--- src/rtl/hs32_fetch_q.sv ---
// hs32_fetch_q -- instruction prefetch queue between the memory arbiter and decode.
//
// Issues pipelined word fetches (at most MAX_OUT in flight) and buffers the
// returned words, each tagged with its fetch PC, in a 1<<DEPTH_LOG2 entry FIFO.
// A flush redirects the PC and empties the FIFO without waiting for the bus:
// responses still in flight are counted as stale and discarded as they return.
//
// Ports
//   clk, rst          clock; synchronous active-high reset
//   addr, reqm, ackm  fetch address / request valid / arbiter accept
//   dtr, rdym         response data / response valid (in issue order)
//   instd, pcd, rdyd  head instruction / its PC / head valid
//   reqd              decode pops the head when rdyd && reqd
//   newpc, flush      redirect target / redirect strobe
//   fetch_cnt, drop_cnt  (HS32_FETCH_STATS_EN only) pushed / discarded response counts
//
// Optional feature macro: HS32_FETCH_STATS_EN adds the statistics counters.
module hs32_fetch_q #(
  parameter int unsigned DEPTH_LOG2 = 2,
  parameter int unsigned WIDTH      = 32,
  parameter int unsigned MAX_OUT    = 2,
  parameter int unsigned PC_STEP    = 4,
  parameter logic [31:0] RESET_PC   = 32'h0000_0000
) (
  input  logic             clk,
  input  logic             rst,
  output logic [31:0]      addr,
  output logic             reqm,
  input  logic             ackm,
  input  logic [WIDTH-1:0] dtr,
  input  logic             rdym,
  output logic [WIDTH-1:0] instd,
  output logic [31:0]      pcd,
  output logic             rdyd,
  input  logic             reqd,
  input  logic [31:0]      newpc,
  input  logic             flush
`ifdef HS32_FETCH_STATS_EN
  ,
  output logic [31:0]      fetch_cnt,
  output logic [31:0]      drop_cnt
`endif
);

  localparam int unsigned DEPTH = 1 << DEPTH_LOG2;
  localparam int unsigned PW    = DEPTH_LOG2 + 1;
  localparam int unsigned TW    = (MAX_OUT > 1) ? $clog2(MAX_OUT) : 1;

  // Advance a pc-tag queue pointer, wrapping at MAX_OUT (not necessarily a power of two).
  function automatic logic [TW-1:0] tag_inc(input logic [TW-1:0] p);
    if (p == TW'(MAX_OUT - 1)) begin
      return {TW{1'b0}};
    end else begin
      return p + TW'(1);
    end
  endfunction

  logic [31:0]      pc_q, pc_d;
  logic [PW-1:0]    wp_q, wp_d, rp_q, rp_d;
  logic [PW-1:0]    ocnt_q, ocnt_d, stale_q, stale_d;
  logic [TW-1:0]    tag_wp_q, tag_wp_d, tag_rp_q, tag_rp_d;
  logic [31:0]      tag_mem_q  [MAX_OUT];
  logic [WIDTH-1:0] fifo_data_q[DEPTH];
  logic [31:0]      fifo_pc_q  [DEPTH];

  logic [PW-1:0]    fill_s;
  logic [PW:0]      credit_s;
  logic             issue_s, pop_s, push_s, drop_s;

  // Occupancy, credit check and the per-cycle events.
  always_comb begin
    fill_s   = wp_q - rp_q;
    // Slots already promised: buffered words plus live (non-stale) requests.
    credit_s = {1'b0, fill_s} + {1'b0, ocnt_q} - {1'b0, stale_q};
    reqm     = !rst && !flush && (credit_s < (PW + 1)'(DEPTH)) && (ocnt_q < PW'(MAX_OUT));
    issue_s  = reqm && ackm;
    rdyd     = (fill_s != {PW{1'b0}});
    pop_s    = rdyd && reqd && !flush;
    push_s   = rdym && !flush && (stale_q == {PW{1'b0}});
    drop_s   = rdym && (flush || (stale_q != {PW{1'b0}}));
    addr     = pc_q;
    instd    = fifo_data_q[rp_q[DEPTH_LOG2-1:0]];
    pcd      = fifo_pc_q[rp_q[DEPTH_LOG2-1:0]];
  end

  // Next-state computation for pointers, counters and PC.
  always_comb begin
    pc_d     = pc_q;
    wp_d     = wp_q;
    rp_d     = rp_q;
    ocnt_d   = ocnt_q;
    stale_d  = stale_q;
    tag_wp_d = tag_wp_q;
    tag_rp_d = tag_rp_q;

    case ({issue_s, rdym})
      2'b10:   ocnt_d = ocnt_q + PW'(1);
      2'b01:   ocnt_d = ocnt_q - PW'(1);
      default: ocnt_d = ocnt_q;
    endcase

    if (issue_s) begin
      tag_wp_d = tag_inc(tag_wp_q);
    end else begin
      tag_wp_d = tag_wp_q;
    end

    // Tags leave the queue with every response, stale or not, so they stay aligned with ocnt.
    if (rdym) begin
      tag_rp_d = tag_inc(tag_rp_q);
    end else begin
      tag_rp_d = tag_rp_q;
    end

    if (flush) begin
      pc_d    = newpc;
      wp_d    = {PW{1'b0}};
      rp_d    = {PW{1'b0}};
      // Everything still outstanding after this cycle belongs to the old stream.
      stale_d = ocnt_q - {{(PW - 1){1'b0}}, rdym};
    end else begin
      if (issue_s) begin
        pc_d = pc_q + 32'(PC_STEP);
      end else begin
        pc_d = pc_q;
      end
      if (push_s) begin
        wp_d = wp_q + PW'(1);
      end else begin
        wp_d = wp_q;
      end
      if (pop_s) begin
        rp_d = rp_q + PW'(1);
      end else begin
        rp_d = rp_q;
      end
      if (drop_s) begin
        stale_d = stale_q - PW'(1);
      end else begin
        stale_d = stale_q;
      end
    end
  end

  // Control state registers.
  always_ff @(posedge clk) begin
    if (rst) begin
      pc_q     <= RESET_PC;
      wp_q     <= {PW{1'b0}};
      rp_q     <= {PW{1'b0}};
      ocnt_q   <= {PW{1'b0}};
      stale_q  <= {PW{1'b0}};
      tag_wp_q <= {TW{1'b0}};
      tag_rp_q <= {TW{1'b0}};
    end else begin
      pc_q     <= pc_d;
      wp_q     <= wp_d;
      rp_q     <= rp_d;
      ocnt_q   <= ocnt_d;
      stale_q  <= stale_d;
      tag_wp_q <= tag_wp_d;
      tag_rp_q <= tag_rp_d;
    end
  end

  // Storage for pc tags and buffered words; contents are don't-care after reset.
  always_ff @(posedge clk) begin
    if (issue_s) begin
      tag_mem_q[tag_wp_q] <= pc_q;
    end
    if (push_s) begin
      fifo_data_q[wp_q[DEPTH_LOG2-1:0]] <= dtr;
      fifo_pc_q[wp_q[DEPTH_LOG2-1:0]]   <= tag_mem_q[tag_rp_q];
    end
  end

`ifdef HS32_FETCH_STATS_EN
  logic [31:0] fetch_cnt_q, drop_cnt_q;

  // Wrapping statistics counters for pushed and discarded responses.
  always_ff @(posedge clk) begin
    if (rst) begin
      fetch_cnt_q <= 32'h0000_0000;
      drop_cnt_q  <= 32'h0000_0000;
    end else begin
      fetch_cnt_q <= fetch_cnt_q + {31'h0000_0000, push_s};
      drop_cnt_q  <= drop_cnt_q + {31'h0000_0000, drop_s};
    end
  end

  assign fetch_cnt = fetch_cnt_q;
  assign drop_cnt  = drop_cnt_q;
`endif

endmodule
--- config.mk ---
export PLATFORM = sky130hd
export DESIGN_NAME = hs32_fetch_q
export DESIGN_NICKNAME = d
export VERILOG_FILES = /design/src/rtl/hs32_fetch_q.sv
export SDC_FILE = /design/constraint.sdc
export NUM_CORES = 1
export LEC_CHECK = 0
export ABC_AREA = 1
export BUFFER_PORTS_ARGS = -buffer_cell sky130_fd_sc_hd__buf_2
export CORE_MARGIN = 8
export CORE_UTILIZATION = 53
export DETAILED_ROUTE_END_ITERATION = 6
export PLACE_DENSITY_LB_ADDON = 0.3
export SETUP_SLACK_MARGIN = 0.15
export SLEW_MARGIN = 5
export SYNTH_ARGS = -nofsm -noshare
export SYNTH_HDL_FRONTEND = slang
export SYNTH_SLANG_ARGS = --single-unit
--- constraint.sdc ---
create_clock -name clk -period 4.2 [get_ports clk]
set_input_delay 0.21 -clock clk [delete_from_list [all_inputs] [get_ports clk]]
set_output_delay 0.21 -clock clk [all_outputs]
set_load 0.05 [all_outputs]
; ---- Word level (Yosys, flattened, before mapping)
; Memory sizes are Yosys's and may differ from the RTL's. A register that Yosys moved wholly into a read port is not among the register bits.
; Cells that the tools add are included.
[word_totals]
regBits = 46
latchBits = 0
ram_bits = 320
rom_bits = 0
wordCells = 62
n_memories = 3
[classes]
n_addsub = 12
mul = 0
div_mod_pow = 0
order_cmp = 2
n_eq_ne = 2
shifts = 0
mux = 17
n_bitwise = 0
reduce_logical = 19
[mem_list]
columns = name, depth, width, read_ports, rd_ports_with_merged_regs, write_ports, line_no
row1 = fifo_data_q, 4, 32, 1, 1, 1, 63  ; logic [WIDTH-1:0] fifo_data_q[DEPTH];
row2 = fifo_pc_q, 4, 32, 1, 1, 1, 64  ; logic [31:0] fifo_pc_q [DEPTH];
row3 = tag_mem_q, 2, 32, 1, 1, 1, 62  ; logic [31:0] tag_mem_q [MAX_OUT];
[ops]
columns = op, count
row1 = $mux 32, 2
row2 = $add 32x3->32 const B, 1
row3 = $add 3x1->3 const B, 3
row4 = $logic_and 1x1->1, 9
row5 = $mux 1, 8
row6 = $mux 2, 4
row7 = $mux 3, 2
row8 = $pmux 3 s2, 1
row9 = $reduce_bool 2->1, 3
row10 = $reduce_bool 3->1, 2
row11 = $sub 3x1->3 const B, 2
row12 = $add 3x3->4, 1
row13 = $lt 4x3->1 const B, 1
row14 = $sub 4x3->4, 1
row15 = $logic_not 3->1, 1
row16 = $lt 3x2->1 const B, 1
row17 = $sub 3x1->3, 1
row18 = $sub 3x3->3, 1
row19 = $add 1x1->1 const B, 2
row20 = $eq 2x1->1 const B, 1
row21 = $eq 2x2->1 const B, 1
row22 = $logic_not 1->1, 2
row23 = $reduce_or 2->1, 1
row24 = $logic_or 1x1->1, 1

; ---- Logic depth before layout (Yosys ltp)
[logic_depth]
depth_word = 9
ltp_mapped = 23
depth_no_buf = 22

; ---- Worst setup path before layout
; Ideal clock, no wire load.
[synth_path]
path_kind = register to register
from = register wp_q[0]
to = memory tag_mem_q[0][0] (enable)
setup_ns = 0.421
t_arrival_ns = 3.926
required_time_ns = 3.779
setup_slack_ns = -0.147
stages_incl_launch_ff = 15
path_buffers = 1
synth_period_minus_slack_ns = 4.347
cell_sequence = dfxtp_1 > inv_1 > ha_1 > fa_1 > inv_1 > nand2_1 > nand2_1 > fa_1 > ha_1 > nor2_1 > nor2_1 > nor2_4 > nand3_4 > buf_2 > nor2_1
[synth_between]
elab_chain_len = 9
[synth_rtl]
columns = element, line_no
row1 = from (decl), 59  ; logic [PW-1:0] wp_q, wp_d, rp_q, rp_d;
row2 = from (signal assigned), 149  ; wp_q <= {PW{1'b0}};
row3 = from (signal assigned), 157  ; wp_q <= wp_d;
row4 = $sub 3x3->3, 72  ; fill_s = wp_q - rp_q;
row5 = $add 3x3->4, 74  ; credit_s = {1'b0, fill_s} + {1'b0, ocnt_q} - {1'b0, stale_q};
row6 = $sub 4x3->4, 74
row7 = $lt 4x3->1, 75  ; reqm = !rst && !flush && (credit_s < (PW + 1)'(DEPTH)) && (ocnt_q < PW'(MAX_OUT));
row8 = $logic_and 1x1->1 (2 in a row), 75
row9 = $logic_and 1x1->1, 76  ; issue_s = reqm && ackm;
row10 = $mux 1, 168  ; if (issue_s) begin
row11 = $mux 1 (implied by the code), 169  ; tag_mem_q[tag_wp_q] <= pc_q;
row12 = to (decl), 62
; No other way between the ends.

; ---- Final worst setup path
[layout_path]
from = register wp_q[0]
to = register pc_q[21], in the netlist addr[21]
[layout_between]
elab_chain_len = 8
[layout_rtl]
columns = element, line_no
row1 = $sub 3x3->3, 72
row2 = $add 3x3->4, 74
row3 = $sub 4x3->4, 74
row4 = $lt 4x3->1, 75
row5 = $logic_and 1x1->1 (2 in a row), 75
row6 = $logic_and 1x1->1, 76
row7 = $reduce_bool 2->1 (no source line), -
row8 = to (signal assigned), 156  ; pc_q <= pc_d;
row9 = to (decl), 58  ; logic [31:0] pc_q, pc_d;
; No other way between the ends.
; A chain may end at the register's enable or synchronous reset.

==> results.tsv <==
metric	value	unit
status	finished clean	
Hold Crit Class	input port to flop	
Setup Viol. Count Final	0	
peak supply drop	0.275	mV
Commonest cells post-synth	edfxtp_1, nor2_1, nand2_1	
Slew @ Worst Pin	0.906	ns
r2r startpoint	wp_q[0]	
final worst path period share	0.900	
most frequent cell after synthesis	edfxtp_1	
Post-DP HPWL	20200	µm
I/O pins	168	
Non-Filler Instances	1908	
Yosys top cell area share	0.632	
vias in the first global route	10106	
total track usage	0.195	
CTS buffer count	37	
WP data required	4.62	ns
CP Launch Point	wp_q[0]	
slowest stage delay, CP	0.41	ns
htree depth	2	
Clk pin slew, worst setup/hold paths	0.06	ns
final slew viol count	0	
Rel. slew slack	0.395	
Layout Nets	1587	
Fin Setup TNS	0	ns
Leak	6.48	nW
CTS tree	yes	
critical path cell sequence	inv_1, ha_1, fa_1, inv_1, nand2_1, nand2_1, fa_1, ha_1, nor2_1, nand2_1, nand2_1, nor2_4, nand3_4, buf_4, buf_4, clkinv_1, nand2_1, nand3_1, nand2_1, inv_1	
total vias in the final route	10264	
syn_area_per_cell	11.8	µm²
RSZ-0062 raised after global routing	no	
largest net degree at the start of global routing	71	
Synth area leader	edfxtp_1	
placed inst area	0.0164	mm²
area of the multi-input gates	0.00410	mm²
fmax	265	MHz
initial antenna violation count	0	
CP Max Fanout	28	
Pwr per Cell Area	449	mW/mm²
# DRC	0	
Synth Cell Area	0.0152	mm²
drt total wl	33200	µm
I/O Buffers	167	
Post-synth EDFFs	320	
DRT iter0 DRCs	838	
clock skew	0.0202	ns
vias per cell	5.38	
Synth async-reset ratio	0	
Syn Inst Count	1290	
routed len/inst	17.4	µm
Worst setup EP type	flop	
Worst R2R Setup Slack	0.42	ns
DP Cell Count	1794	
Syn. warnings	0	
root buf cell	clkbuf_16	
Clock Path Buffers	3	
post-detailed-route count of antenna-violating nets	0	
Syn Nets	1379	
area taken by flip-flops and latches	0.0106	mm²
Synth-to-Final Area Change	18.5	%
Startpoint Class	flop	
clock latency on the worst-skew pair	0.53	ns
Fill cells	2187	
Core Region	0.0285	mm²
Initial Util	0.534	
Final Instance Area	0.0180	mm²
total power	8.09	mW
R2R Path End	addr[21]	
CP arrival	4.20	ns
Placer Congestion	0.902	
Top cell by count, worst path	nand2_1	
Die X	185	µm
first-pass GRT wire length	53100	µm
diode count	0	
die area	0.0343	mm²
Seq/Total Area, Yosys	0.697	
critical setup path kind	flop to flop	
Num Clock Sinks	369	
row count	62	
chip height	185	µm
share of cells above drive strength 1	0.194	
Yosys reg bits	369	
library cells used by synthesis	32	
global route total overflow	0	
Tmin final	3.78	ns
max cap viols	0	
Worst Hold Depth	5	
Post-CTS Resized	0	
main flop type after synthesis	edfxtp_1	
top cells by area, synth	edfxtp_1, dfxtp_1, nor2_1	
CP max stage cell	fa_1	
Initial DRT Pass Iterations	5	
Worst Reg-to-Reg Cells	20	
Critical Path End	addr[21]	
WHS	0.0199	ns
Hold Fails Final Rpt	0	
[power by group]
| group | switching, mW | internal [mW] | total (mW) |
|---|---|---|---|
| clock | 1.31 | 1.70 | 3.02 |
| combinational | 0.631 | 0.259 | 0.890 |
| sequential | 0.0786 | 4.11 | 4.18 |
[per-stage QoR]
| stage | worst slack [ns] | utilization |
|---|---|---|
| after detailed placement | 0.292 | 0.577 |
| after floorplan | -0.147 | - |
| after CTS | 0.254 | 0.632 |
| after global routing | 0.158 | 0.633 |
| final | 0.421 | 0.633 |
| after global placement | 0.413 | 0.577 |
[registers in the layout, summed over array words and instances, names as in the netlist, named ones only]
signal / cells
wp_q: 3
tag_mem_q: 64
fifo_data_q: 128
tag_wp_q: 1
rp_q: 3
ocnt_q: 3
tag_rp_q: 1
stale_q: 3
addr: 32
fifo_pc_q: 128
[critical path, delay by kind of cell (launching register included)]
family	cells	cell delay (ns)
fa+ha+maj	4	1.33
flops	1	0.37
buf+inv	6	1.05
simple gates	10	0.92
[cell usage in the layout, fill, tap and decap left out, types with 2 or more instances in the layout]
master / Yosys / final
o21ai_0: 148 / 148
buf_4: 0 / 17
nor2_1: 212 / 206
buf_12: 0 / 3
inv_1: 59 / 58
a21oi_1: 26 / 26
clkinv_2: 0 / 4
clkbuf_16: 0 / 37
clkbuf_1: 46 / 11
nand2_1: 184 / 184
o22ai_1: 64 / 64
nand4_1: 6 / 6
clkinv_8: 0 / 2
edfxtp_1: 320 / 320
clkinvlp_4: 0 / 3
xnor2_1: 6 / 6
buf_2: 8 / 167
nor2_2: 3 / 5
nand3_1: 66 / 66
a211oi_1: 3 / 3
a21oi_2: 8 / 8
clkinv_4: 0 / 2
nand2_4: 2 / 2
dlygate4sd3_1: 0 / 45
xor2_1: 8 / 8
ha_1: 16 / 16
dfxtp_1: 49 / 47
o21bai_1: 2 / 2
o21ai_1: 2 / 2
fa_1: 3 / 3
nor2_4: 1 / 5
mux2_2: 32 / 32
clkinv_1: 2 / 6
[layout make-up]
type,instances,area share
Clock buffer,48,0.0537
Clock inverter,17,0.00806
Inverter,63,0.0138
Multi-Input combinational cell,795,0.228
Sequential cell,369,0.588
Tap cell,384,0.0267
Timing Repair Buffer,232,0.0818
[worst min-delay path by stage]
stage	startpoint	end
floorplan	dtr[0]	fifo_data_q[0][0]
global placement	dtr[31]	fifo_data_q[3][31]
detailed placement	dtr[8]	fifo_data_q[3][8]
CTS	newpc[22]	addr[22]
global route	newpc[24]	addr[24]
finish	newpc[24]	addr[24]
[per-layer routing]
| layer | global-route usage | vias up | wire, µm |
|---|---|---|---|
| met4 | 0.0515 | 0 | 506 |
| met2 | 0.319 | 344 | 15700 |
| met3 | 0.0435 | 45 | 2650 |
| met1 | 0.261 | 4885 | 14400 |
| met5 | 0 | - | 0 |
| li1 | - | 4990 | - |
[cell families after synthesis]
family	Yosys count	synth area share
fa+ha+maj	19	0.0171
buf+inv	126	0.0354
flops	369	0.697
simple gates	477	0.127
compound gates	253	0.0914
xor+xnor	14	0.00807
mux	32	0.0237
[repair_timing]
item | in CTS | in global routing
setup buffers | 0 | 4
setup endpoints to repair | 0 | 1
endpoints found under the hold margin | 141 | 0
hold buffers | 45 | 0
Note: power is estimated with default switching activity, not from simulation.
